===== src/rtl/bcd_calendar_clock_if.sv =====
// Key/set front-end and display-side signals of the BCD calendar clock.
// master = front-end (load/alarm/mode); slave = the clock core.
interface bcd_calendar_clock_if;
  logic       EN;
  logic       LOAD;
  logic [7:0] LD_SEC, LD_MIN, LD_HOUR, LD_DAY, LD_MON, LD_YEAR;
  logic       ALM_WR;
  logic [7:0] ALM_HOUR, ALM_MIN;
  logic       ALM_EN;
  logic       TWELVE_H;
  logic [7:0] SEC, MIN, HOUR, DAY, MON, YEAR;
  logic [7:0] HOUR_DISP;
  logic       PM;
  logic       SEC_TICK;
  logic       LOAD_ERR;
  logic       ALARM_HIT;

  modport master (
    output EN, LOAD, LD_SEC, LD_MIN, LD_HOUR, LD_DAY, LD_MON, LD_YEAR,
    output ALM_WR, ALM_HOUR, ALM_MIN, ALM_EN, TWELVE_H,
    input  SEC, MIN, HOUR, DAY, MON, YEAR, HOUR_DISP, PM,
    input  SEC_TICK, LOAD_ERR, ALARM_HIT
  );

  modport slave (
    input  EN, LOAD, LD_SEC, LD_MIN, LD_HOUR, LD_DAY, LD_MON, LD_YEAR,
    input  ALM_WR, ALM_HOUR, ALM_MIN, ALM_EN, TWELVE_H,
    output SEC, MIN, HOUR, DAY, MON, YEAR, HOUR_DISP, PM,
    output SEC_TICK, LOAD_ERR, ALARM_HIT
  );
endinterface


===== src/rtl/bcd_calendar_clock.sv =====
// BCD calendar clock (2000-2099) with leap-aware rollover, validated load,
// 12/24h display hour and a minute-resolution alarm.
module bcd_calendar_clock #(
  parameter int TICK_DIV = 25000000,
  parameter bit LEAP_EN  = 1'b1
) (
  input logic                 CLK,
  input logic                 RST,
  bcd_calendar_clock_if.slave bus
);
  localparam int              PW         = $clog2(TICK_DIV);
  localparam logic [PW-1:0]   PRESC_LAST = PW'(TICK_DIV - 1);

  // Leap test on the BCD year: divisible by 4 iff (even tens, units 0/4/8)
  // or (odd tens, units 2/6).
  function automatic logic leap_year(input logic [7:0] yr);
    if (!LEAP_EN) return 1'b0;
    if (yr[4]) return (yr[3:0] == 4'd2) || (yr[3:0] == 4'd6);
    return (yr[3:0] == 4'd0) || (yr[3:0] == 4'd4) || (yr[3:0] == 4'd8);
  endfunction

  function automatic logic [7:0] month_len(input logic [7:0] mon, input logic [7:0] yr);
    case (mon)
      8'h02:                      month_len = leap_year(yr) ? 8'h29 : 8'h28;
      8'h04, 8'h06, 8'h09, 8'h11: month_len = 8'h30;
      default:                    month_len = 8'h31;
    endcase
  endfunction

  function automatic logic [7:0] bcd_inc(input logic [7:0] v);
    if (v[3:0] == 4'd9) return {v[7:4] + 4'd1, 4'd0};
    return {v[7:4], v[3:0] + 4'd1};
  endfunction

  logic [PW-1:0] presc_reg;
  logic [7:0]    sec_reg, min_reg, hour_reg, day_reg, mon_reg, year_reg;
  logic [7:0]    alm_hour_reg, alm_min_reg;
  logic          sec_tick_reg, load_err_reg, alarm_hit_reg;
  logic [7:0]    sec_next, min_next, hour_next, day_next, mon_next, year_next;
  logic [7:0]    hour_12;

  logic          tc;
  logic          load_ok;
  logic [7:0]    ld_field [6];
  logic [5:0]    ld_digits_ok;

  assign tc = bus.EN && (presc_reg == PRESC_LAST);

  assign ld_field[0] = bus.LD_SEC;
  assign ld_field[1] = bus.LD_MIN;
  assign ld_field[2] = bus.LD_HOUR;
  assign ld_field[3] = bus.LD_DAY;
  assign ld_field[4] = bus.LD_MON;
  assign ld_field[5] = bus.LD_YEAR;

  genvar gi;
  generate
    for (gi = 0; gi < 6; gi++) begin : g_digit_chk
      assign ld_digits_ok[gi] = (ld_field[gi][7:4] <= 4'd9) && (ld_field[gi][3:0] <= 4'd9);
    end
  endgenerate

  // Range compares on BCD bytes are numeric once every nibble is a digit.
  assign load_ok = (&ld_digits_ok)
                && (bus.LD_SEC  <= 8'h59) && (bus.LD_MIN <= 8'h59)
                && (bus.LD_HOUR <= 8'h23)
                && (bus.LD_MON  >= 8'h01) && (bus.LD_MON <= 8'h12)
                && (bus.LD_DAY  >= 8'h01)
                && (bus.LD_DAY  <= month_len(bus.LD_MON, bus.LD_YEAR));

  // Single-cycle ripple of the whole calendar by one second.
  always_comb begin
    sec_next  = (sec_reg == 8'h59) ? 8'h00 : bcd_inc(sec_reg);
    min_next  = min_reg;
    hour_next = hour_reg;
    day_next  = day_reg;
    mon_next  = mon_reg;
    year_next = year_reg;
    if (sec_reg == 8'h59) begin
      min_next = (min_reg == 8'h59) ? 8'h00 : bcd_inc(min_reg);
      if (min_reg == 8'h59) begin
        hour_next = (hour_reg == 8'h23) ? 8'h00 : bcd_inc(hour_reg);
        if (hour_reg == 8'h23) begin
          day_next = (day_reg == month_len(mon_reg, year_reg)) ? 8'h01 : bcd_inc(day_reg);
          if (day_reg == month_len(mon_reg, year_reg)) begin
            mon_next = (mon_reg == 8'h12) ? 8'h01 : bcd_inc(mon_reg);
            if (mon_reg == 8'h12) begin
              year_next = (year_reg == 8'h99) ? 8'h00 : bcd_inc(year_reg);
            end
          end
        end
      end
    end
  end

  always_comb begin
    hour_12 = hour_reg;
    case (hour_reg)
      8'h00: hour_12 = 8'h12;
      8'h13: hour_12 = 8'h01;
      8'h14: hour_12 = 8'h02;
      8'h15: hour_12 = 8'h03;
      8'h16: hour_12 = 8'h04;
      8'h17: hour_12 = 8'h05;
      8'h18: hour_12 = 8'h06;
      8'h19: hour_12 = 8'h07;
      8'h20: hour_12 = 8'h08;
      8'h21: hour_12 = 8'h09;
      8'h22: hour_12 = 8'h10;
      8'h23: hour_12 = 8'h11;
      default: hour_12 = hour_reg;
    endcase
  end

  always_ff @(posedge CLK) begin
    if (RST) begin
      presc_reg     <= '0;
      sec_reg       <= 8'h00;
      min_reg       <= 8'h00;
      hour_reg      <= 8'h00;
      day_reg       <= 8'h01;
      mon_reg       <= 8'h01;
      year_reg      <= 8'h00;
      alm_hour_reg  <= 8'h00;
      alm_min_reg   <= 8'h00;
      sec_tick_reg  <= 1'b0;
      load_err_reg  <= 1'b0;
      alarm_hit_reg <= 1'b0;
    end else begin
      sec_tick_reg  <= 1'b0;
      load_err_reg  <= 1'b0;
      alarm_hit_reg <= 1'b0;
      if (bus.ALM_WR) begin
        alm_hour_reg <= bus.ALM_HOUR;
        alm_min_reg  <= bus.ALM_MIN;
      end
      if (bus.LOAD && load_ok) begin
        // A valid load wins over a coincident tick and restarts the second.
        sec_reg   <= bus.LD_SEC;
        min_reg   <= bus.LD_MIN;
        hour_reg  <= bus.LD_HOUR;
        day_reg   <= bus.LD_DAY;
        mon_reg   <= bus.LD_MON;
        year_reg  <= bus.LD_YEAR;
        presc_reg <= '0;
      end else begin
        load_err_reg <= bus.LOAD;
        if (bus.EN) presc_reg <= tc ? '0 : presc_reg + PW'(1);
        if (tc) begin
          sec_reg       <= sec_next;
          min_reg       <= min_next;
          hour_reg      <= hour_next;
          day_reg       <= day_next;
          mon_reg       <= mon_next;
          year_reg      <= year_next;
          sec_tick_reg  <= 1'b1;
          alarm_hit_reg <= bus.ALM_EN && (sec_next == 8'h00)
                        && (min_next == alm_min_reg) && (hour_next == alm_hour_reg);
        end
      end
    end
  end

  assign bus.SEC       = sec_reg;
  assign bus.MIN       = min_reg;
  assign bus.HOUR      = hour_reg;
  assign bus.DAY       = day_reg;
  assign bus.MON       = mon_reg;
  assign bus.YEAR      = year_reg;
  assign bus.HOUR_DISP = bus.TWELVE_H ? hour_12 : hour_reg;
  assign bus.PM        = (hour_reg >= 8'h12);
  assign bus.SEC_TICK  = sec_tick_reg;
  assign bus.LOAD_ERR  = load_err_reg;
  assign bus.ALARM_HIT = alarm_hit_reg;
endmodule

===== src/flat_wrapper.sv =====
// flat-port wrapper written by rule: the top's interface ports become plain ports
module bcd_calendar_clock_flat 
#(
  parameter int TICK_DIV = 25000000,
  parameter bit LEAP_EN  = 1'b1
)
  (CLK, RST, bus_EN, bus_LOAD, bus_LD_SEC, bus_LD_MIN, bus_LD_HOUR, bus_LD_DAY, bus_LD_MON, bus_LD_YEAR, bus_ALM_WR, bus_ALM_HOUR, bus_ALM_MIN, bus_ALM_EN, bus_TWELVE_H, bus_SEC, bus_MIN, bus_HOUR, bus_DAY, bus_MON, bus_YEAR, bus_HOUR_DISP, bus_PM, bus_SEC_TICK, bus_LOAD_ERR, bus_ALARM_HIT);
  bcd_calendar_clock_if bus_i ();
  input logic CLK;
  input logic RST;
  input wire logic [$bits(bus_i.EN)-1:0] bus_EN;
  input wire logic [$bits(bus_i.LOAD)-1:0] bus_LOAD;
  input wire logic [$bits(bus_i.LD_SEC)-1:0] bus_LD_SEC;
  input wire logic [$bits(bus_i.LD_MIN)-1:0] bus_LD_MIN;
  input wire logic [$bits(bus_i.LD_HOUR)-1:0] bus_LD_HOUR;
  input wire logic [$bits(bus_i.LD_DAY)-1:0] bus_LD_DAY;
  input wire logic [$bits(bus_i.LD_MON)-1:0] bus_LD_MON;
  input wire logic [$bits(bus_i.LD_YEAR)-1:0] bus_LD_YEAR;
  input wire logic [$bits(bus_i.ALM_WR)-1:0] bus_ALM_WR;
  input wire logic [$bits(bus_i.ALM_HOUR)-1:0] bus_ALM_HOUR;
  input wire logic [$bits(bus_i.ALM_MIN)-1:0] bus_ALM_MIN;
  input wire logic [$bits(bus_i.ALM_EN)-1:0] bus_ALM_EN;
  input wire logic [$bits(bus_i.TWELVE_H)-1:0] bus_TWELVE_H;
  output wire logic [$bits(bus_i.SEC)-1:0] bus_SEC;
  output wire logic [$bits(bus_i.MIN)-1:0] bus_MIN;
  output wire logic [$bits(bus_i.HOUR)-1:0] bus_HOUR;
  output wire logic [$bits(bus_i.DAY)-1:0] bus_DAY;
  output wire logic [$bits(bus_i.MON)-1:0] bus_MON;
  output wire logic [$bits(bus_i.YEAR)-1:0] bus_YEAR;
  output wire logic [$bits(bus_i.HOUR_DISP)-1:0] bus_HOUR_DISP;
  output wire logic [$bits(bus_i.PM)-1:0] bus_PM;
  output wire logic [$bits(bus_i.SEC_TICK)-1:0] bus_SEC_TICK;
  output wire logic [$bits(bus_i.LOAD_ERR)-1:0] bus_LOAD_ERR;
  output wire logic [$bits(bus_i.ALARM_HIT)-1:0] bus_ALARM_HIT;
  assign bus_i.EN = bus_EN;
  assign bus_i.LOAD = bus_LOAD;
  assign bus_i.LD_SEC = bus_LD_SEC;
  assign bus_i.LD_MIN = bus_LD_MIN;
  assign bus_i.LD_HOUR = bus_LD_HOUR;
  assign bus_i.LD_DAY = bus_LD_DAY;
  assign bus_i.LD_MON = bus_LD_MON;
  assign bus_i.LD_YEAR = bus_LD_YEAR;
  assign bus_i.ALM_WR = bus_ALM_WR;
  assign bus_i.ALM_HOUR = bus_ALM_HOUR;
  assign bus_i.ALM_MIN = bus_ALM_MIN;
  assign bus_i.ALM_EN = bus_ALM_EN;
  assign bus_i.TWELVE_H = bus_TWELVE_H;
  assign bus_SEC = bus_i.SEC;
  assign bus_MIN = bus_i.MIN;
  assign bus_HOUR = bus_i.HOUR;
  assign bus_DAY = bus_i.DAY;
  assign bus_MON = bus_i.MON;
  assign bus_YEAR = bus_i.YEAR;
  assign bus_HOUR_DISP = bus_i.HOUR_DISP;
  assign bus_PM = bus_i.PM;
  assign bus_SEC_TICK = bus_i.SEC_TICK;
  assign bus_LOAD_ERR = bus_i.LOAD_ERR;
  assign bus_ALARM_HIT = bus_i.ALARM_HIT;
  bcd_calendar_clock #(.TICK_DIV(TICK_DIV), .LEAP_EN(LEAP_EN)) u_core (.CLK(CLK), .RST(RST), .bus(bus_i));
endmodule

===== config.mk =====
export PLATFORM = sky130hd
export DESIGN_NAME = bcd_calendar_clock_flat
export DESIGN_NICKNAME = d
export VERILOG_FILES = /design/src/rtl/bcd_calendar_clock_if.sv /design/src/rtl/bcd_calendar_clock.sv /design/src/flat_wrapper.sv
export SDC_FILE = /design/constraint.sdc
export NUM_CORES = 1
export LEC_CHECK = 0
export CORE_ASPECT_RATIO = 0.8
export CORE_MARGIN = 2
export CORE_UTILIZATION = 52
export CTS_CLUSTER_SIZE = 25
export DETAILED_ROUTE_END_ITERATION = 8
export PLACE_DENSITY = 0.82
export SYNTH_ARGS = -nofsm -noshare
export SYNTH_HDL_FRONTEND = slang
export SYNTH_SLANG_ARGS = --single-unit

===== constraint.sdc =====
create_clock -name CLK -period 3.6 [get_ports CLK]
set_input_delay 0.54 -clock CLK [delete_from_list [all_inputs] [get_ports CLK]]
set_output_delay 0.54 -clock CLK [all_outputs]
set_load 0.05 [all_outputs]

==> flow_summary.ini <==
[detailed_routing]
vias = 6828
wl_met1_um = 8760
wl_met2_um = 9230
wl_um = 20100
drt_iter0_drc = 792
dr_wl_met3_um = 1810
avgRoutedWirePerCell_um = 18.6
first_pass_iters = 8
via_per_inst = 6.35
ant_nets = 0
drc = 0
top_layer = met4

[global_route]
grt_usage_pct = 30.9
grt_pass1_vias = 6508
grt_antenna_before_repair = 0
grt_overflow = 0
grt_max_degree = 35
grt_pass1_wl_um = 32300

[sta]
slew_headroom_pct = 34.8
fin_skew_ps = 5.38
rsz0062_at_grt = false
tightestPinTransition_ps = 975
hold_viol = 0
slew_violations = 0
setup_violations = 0
layout_min_cycle_time_ps = 3430
fmax_mhz = 291
fin_crit_sh_pct = 95.4

[placement]
io_buffers = 130
gp_congestion = 0.910
hpwlAfterDp_um = 15000

[synth]
synth.avg_cell_area_um2 = 7.96
yosysWarnings = 0
synth_top_area_cell = dfxtp_1
synth_top_family_by_area = simple AND/OR/NAND/NOR gates
ys_ff_latch = 92
synth_ff_type = dfxtp_1
synth_xor_xnor_area_share_pct = 6.53
yosys-top-cells-area = dfxtp_1 (29%), nor2_1 (7.4%), ha_1 (4.8%), mux2i_1 (4.4%), xor2_1 (3.5%)
syn_area_um2 = 6300
netlist_instances = 791
synthArstFlopShare_pct = 0
seq_area_frac_synth_pct = 29.2
syn_nets = 886
synth_top_area_share_pct = 29.2
synth_edf_count = 0
synthAdderAreaFrac_pct = 4.77
synth_compound_area_share_pct = 20.2
synthMuxAreaShare_pct = 4.45
synth_cell_types = 82
synthSimpleGateAreaFrac_pct = 30.1

[clock_tree]
hold_buffers = 0
cts_tree = yes
clkSlewWorstSetupHoldPaths_ps = 70
cts_buffer_depth = 2
cts_made_buffers = 9
cts.htree.levels = 3
worstSkewPairLatency_ps = 350
cts_sinks = 92
root_buffer = clkbuf_16

[final_layout]
areaGrowthSynthToFinish_pct = 30.8
drive_above_1_share_pct = 8.94
antenna_cells = 0
fin_nets = 1018
post-route-util_pct = 70.7
largest_register_ffs = 25
seq_area_um2 = 1840
multi_input_area_um2 = 4210
n_fill_cell = 892

[floorplan]
fp.dieW_um = 127
die_area_um2 = 13000
ios = 131
start_util_pct = 54.1
row_count = 35
dieHeight_um = 102
core_um2 = 11600

[critical_path]
cp-end-kind = flop
critPathKind = in -> reg
cp-start-kind = input port
worst_ep_arrival_time_ps = 3710
crit_fanout = 7
cp.required_ps = 3880

[power]
vdd_drop_max_uv = 221
report.power.total_mw = 2.40
power.leakage_nw = 3.06
power.density_nw_per_um2 = 291

[job]
max_cap_viol_count = 0

[run_status]
status = finished clean

[worst_hold_path]
min_path_type = reg -> reg
## per-layer routing
layer	global-route usage (%)	up-vias
met4	9.04	0
li1	-	3170
met2	48.8	367
met3	6.96	26
met5	0	-
met1	42.7	3265
## final timing paths
check	to	start	depth (start not counted)	slack [ps]
hold reg to reg	u_core.bus.DAY[7]	u_core.bus.DAY[7]	1	500
hold / removal	u_core.bus.DAY[7]	u_core.bus.DAY[7]	1	500
setup / recovery	u_core.bus.SEC[1]	bus_LD_MON[3]	16	170
setup reg to reg	u_core.bus.YEAR[6]	u_core.bus.SEC[4]	8	480
## worst max-delay path, cell delays in order
cell             delay (ps)
clkdlybuf4s50_1         510
buf_4                   190
a31oi_1                 190
o32ai_1                 170
a21oi_1                 190
ha_1                    150
or3b_2                  430
a21boi_1                180
o21ai_0                 140
buf_4                   200
nor4_4                  180
buf_4                   170
buf_4                   150
buf_4                   120
a211oi_1                 40
nor3_1                  160
## power by group
| part | internal (mW) | total, mW | switching, mW |
|---|---|---|---|
| logic | 0.131 | 0.251 | 0.121 |
| registers | 1.03 | 1.04 | 0.0132 |
| clock network | 0.680 | 1.10 | 0.422 |
| total | 1.84 | 2.40 | 0.556 |
## logic make-up (layout without fill, tap and decap cells)
| family | Yosys count | in the layout |
|---|---|---|
| AOI/OAI and AO/OA | 181 | 181 |
| and+or+nand+nor | 350 | 350 |
| muxes | 28 | 28 |
| buffers and inverters | 69 | 206 |
| DFF | 92 | 92 |
| adders and majority gates | 24 | 24 |
| xor gates and xnor gates | 47 | 47 |
## per-stage QoR
step	worst slack, ps	hold slack, ps	cells	area, um^2	setup TNS, ps
3_3_place_gp	-148	468	1059	7850	-8650
5_1_grt	22.8	543	1076	8240	0
6_report	165	504	1076	8240	0
3_5_place_dp	-339	496	1059	7850	-20640
2_1_floorplan	225	457	791	6300	0
4_1_cts	121	503	1075	8210	0
## timing repair
action | CTS | global route
pin swaps | 0 | 1
gates resized for setup | 2 | 6
buffers inserted | 0 | 1
endpoints found under the setup margin | 3 | 60
## final cells by class
cell class	count	area share, %
Multi-Input combinational cell	630	51.0
Sequential cell	92	22.4
Timing Repair Buffer	164	19.0
Clock buffer	10	2.78
Tap cell	148	2.25
Clock inverter	6	1.37
Inverter	26	1.18
## cells in the final DEF (no fill, tap or decap), types with 18 or more instances in the layout
cell type and n:
a21oi_1 29, a211oi_1 25, mux2i_1 28, nor2_1 124, nor3_1 31, nand4_1 18
ha_1 24, xor2_1 25, clkdlybuf4s50_1 124, nand3_1 33, o21ai_0 38, dfxtp_1 92
nand2_1 45, inv_1 26, xnor2_1 22, buf_4 36
## synthesized netlist by cell type, types with 5 or more instances
cell type and count:
nor2_1 124, dfxtp_1 92, nand2_1 45, o21ai_0 38
nand3_1 33, nor3_1 31, a21oi_1 29, mux2i_1 28
clkbuf_1 27, inv_1 26, a211oi_1 25, xor2_1 25
ha_1 24, xnor2_1 22, nand4_1 18, a31oi_1 14
buf_2 12, nand3b_1 9, and3_1 8, nand2b_1 8
nor4_1 8, and2_1 7, nor3b_1 7, or3_1 7
a311oi_1 6, nor2b_1 6, a21o_1 5, and3b_1 5
or4_1 5
(Power assumes the default switching activity.)
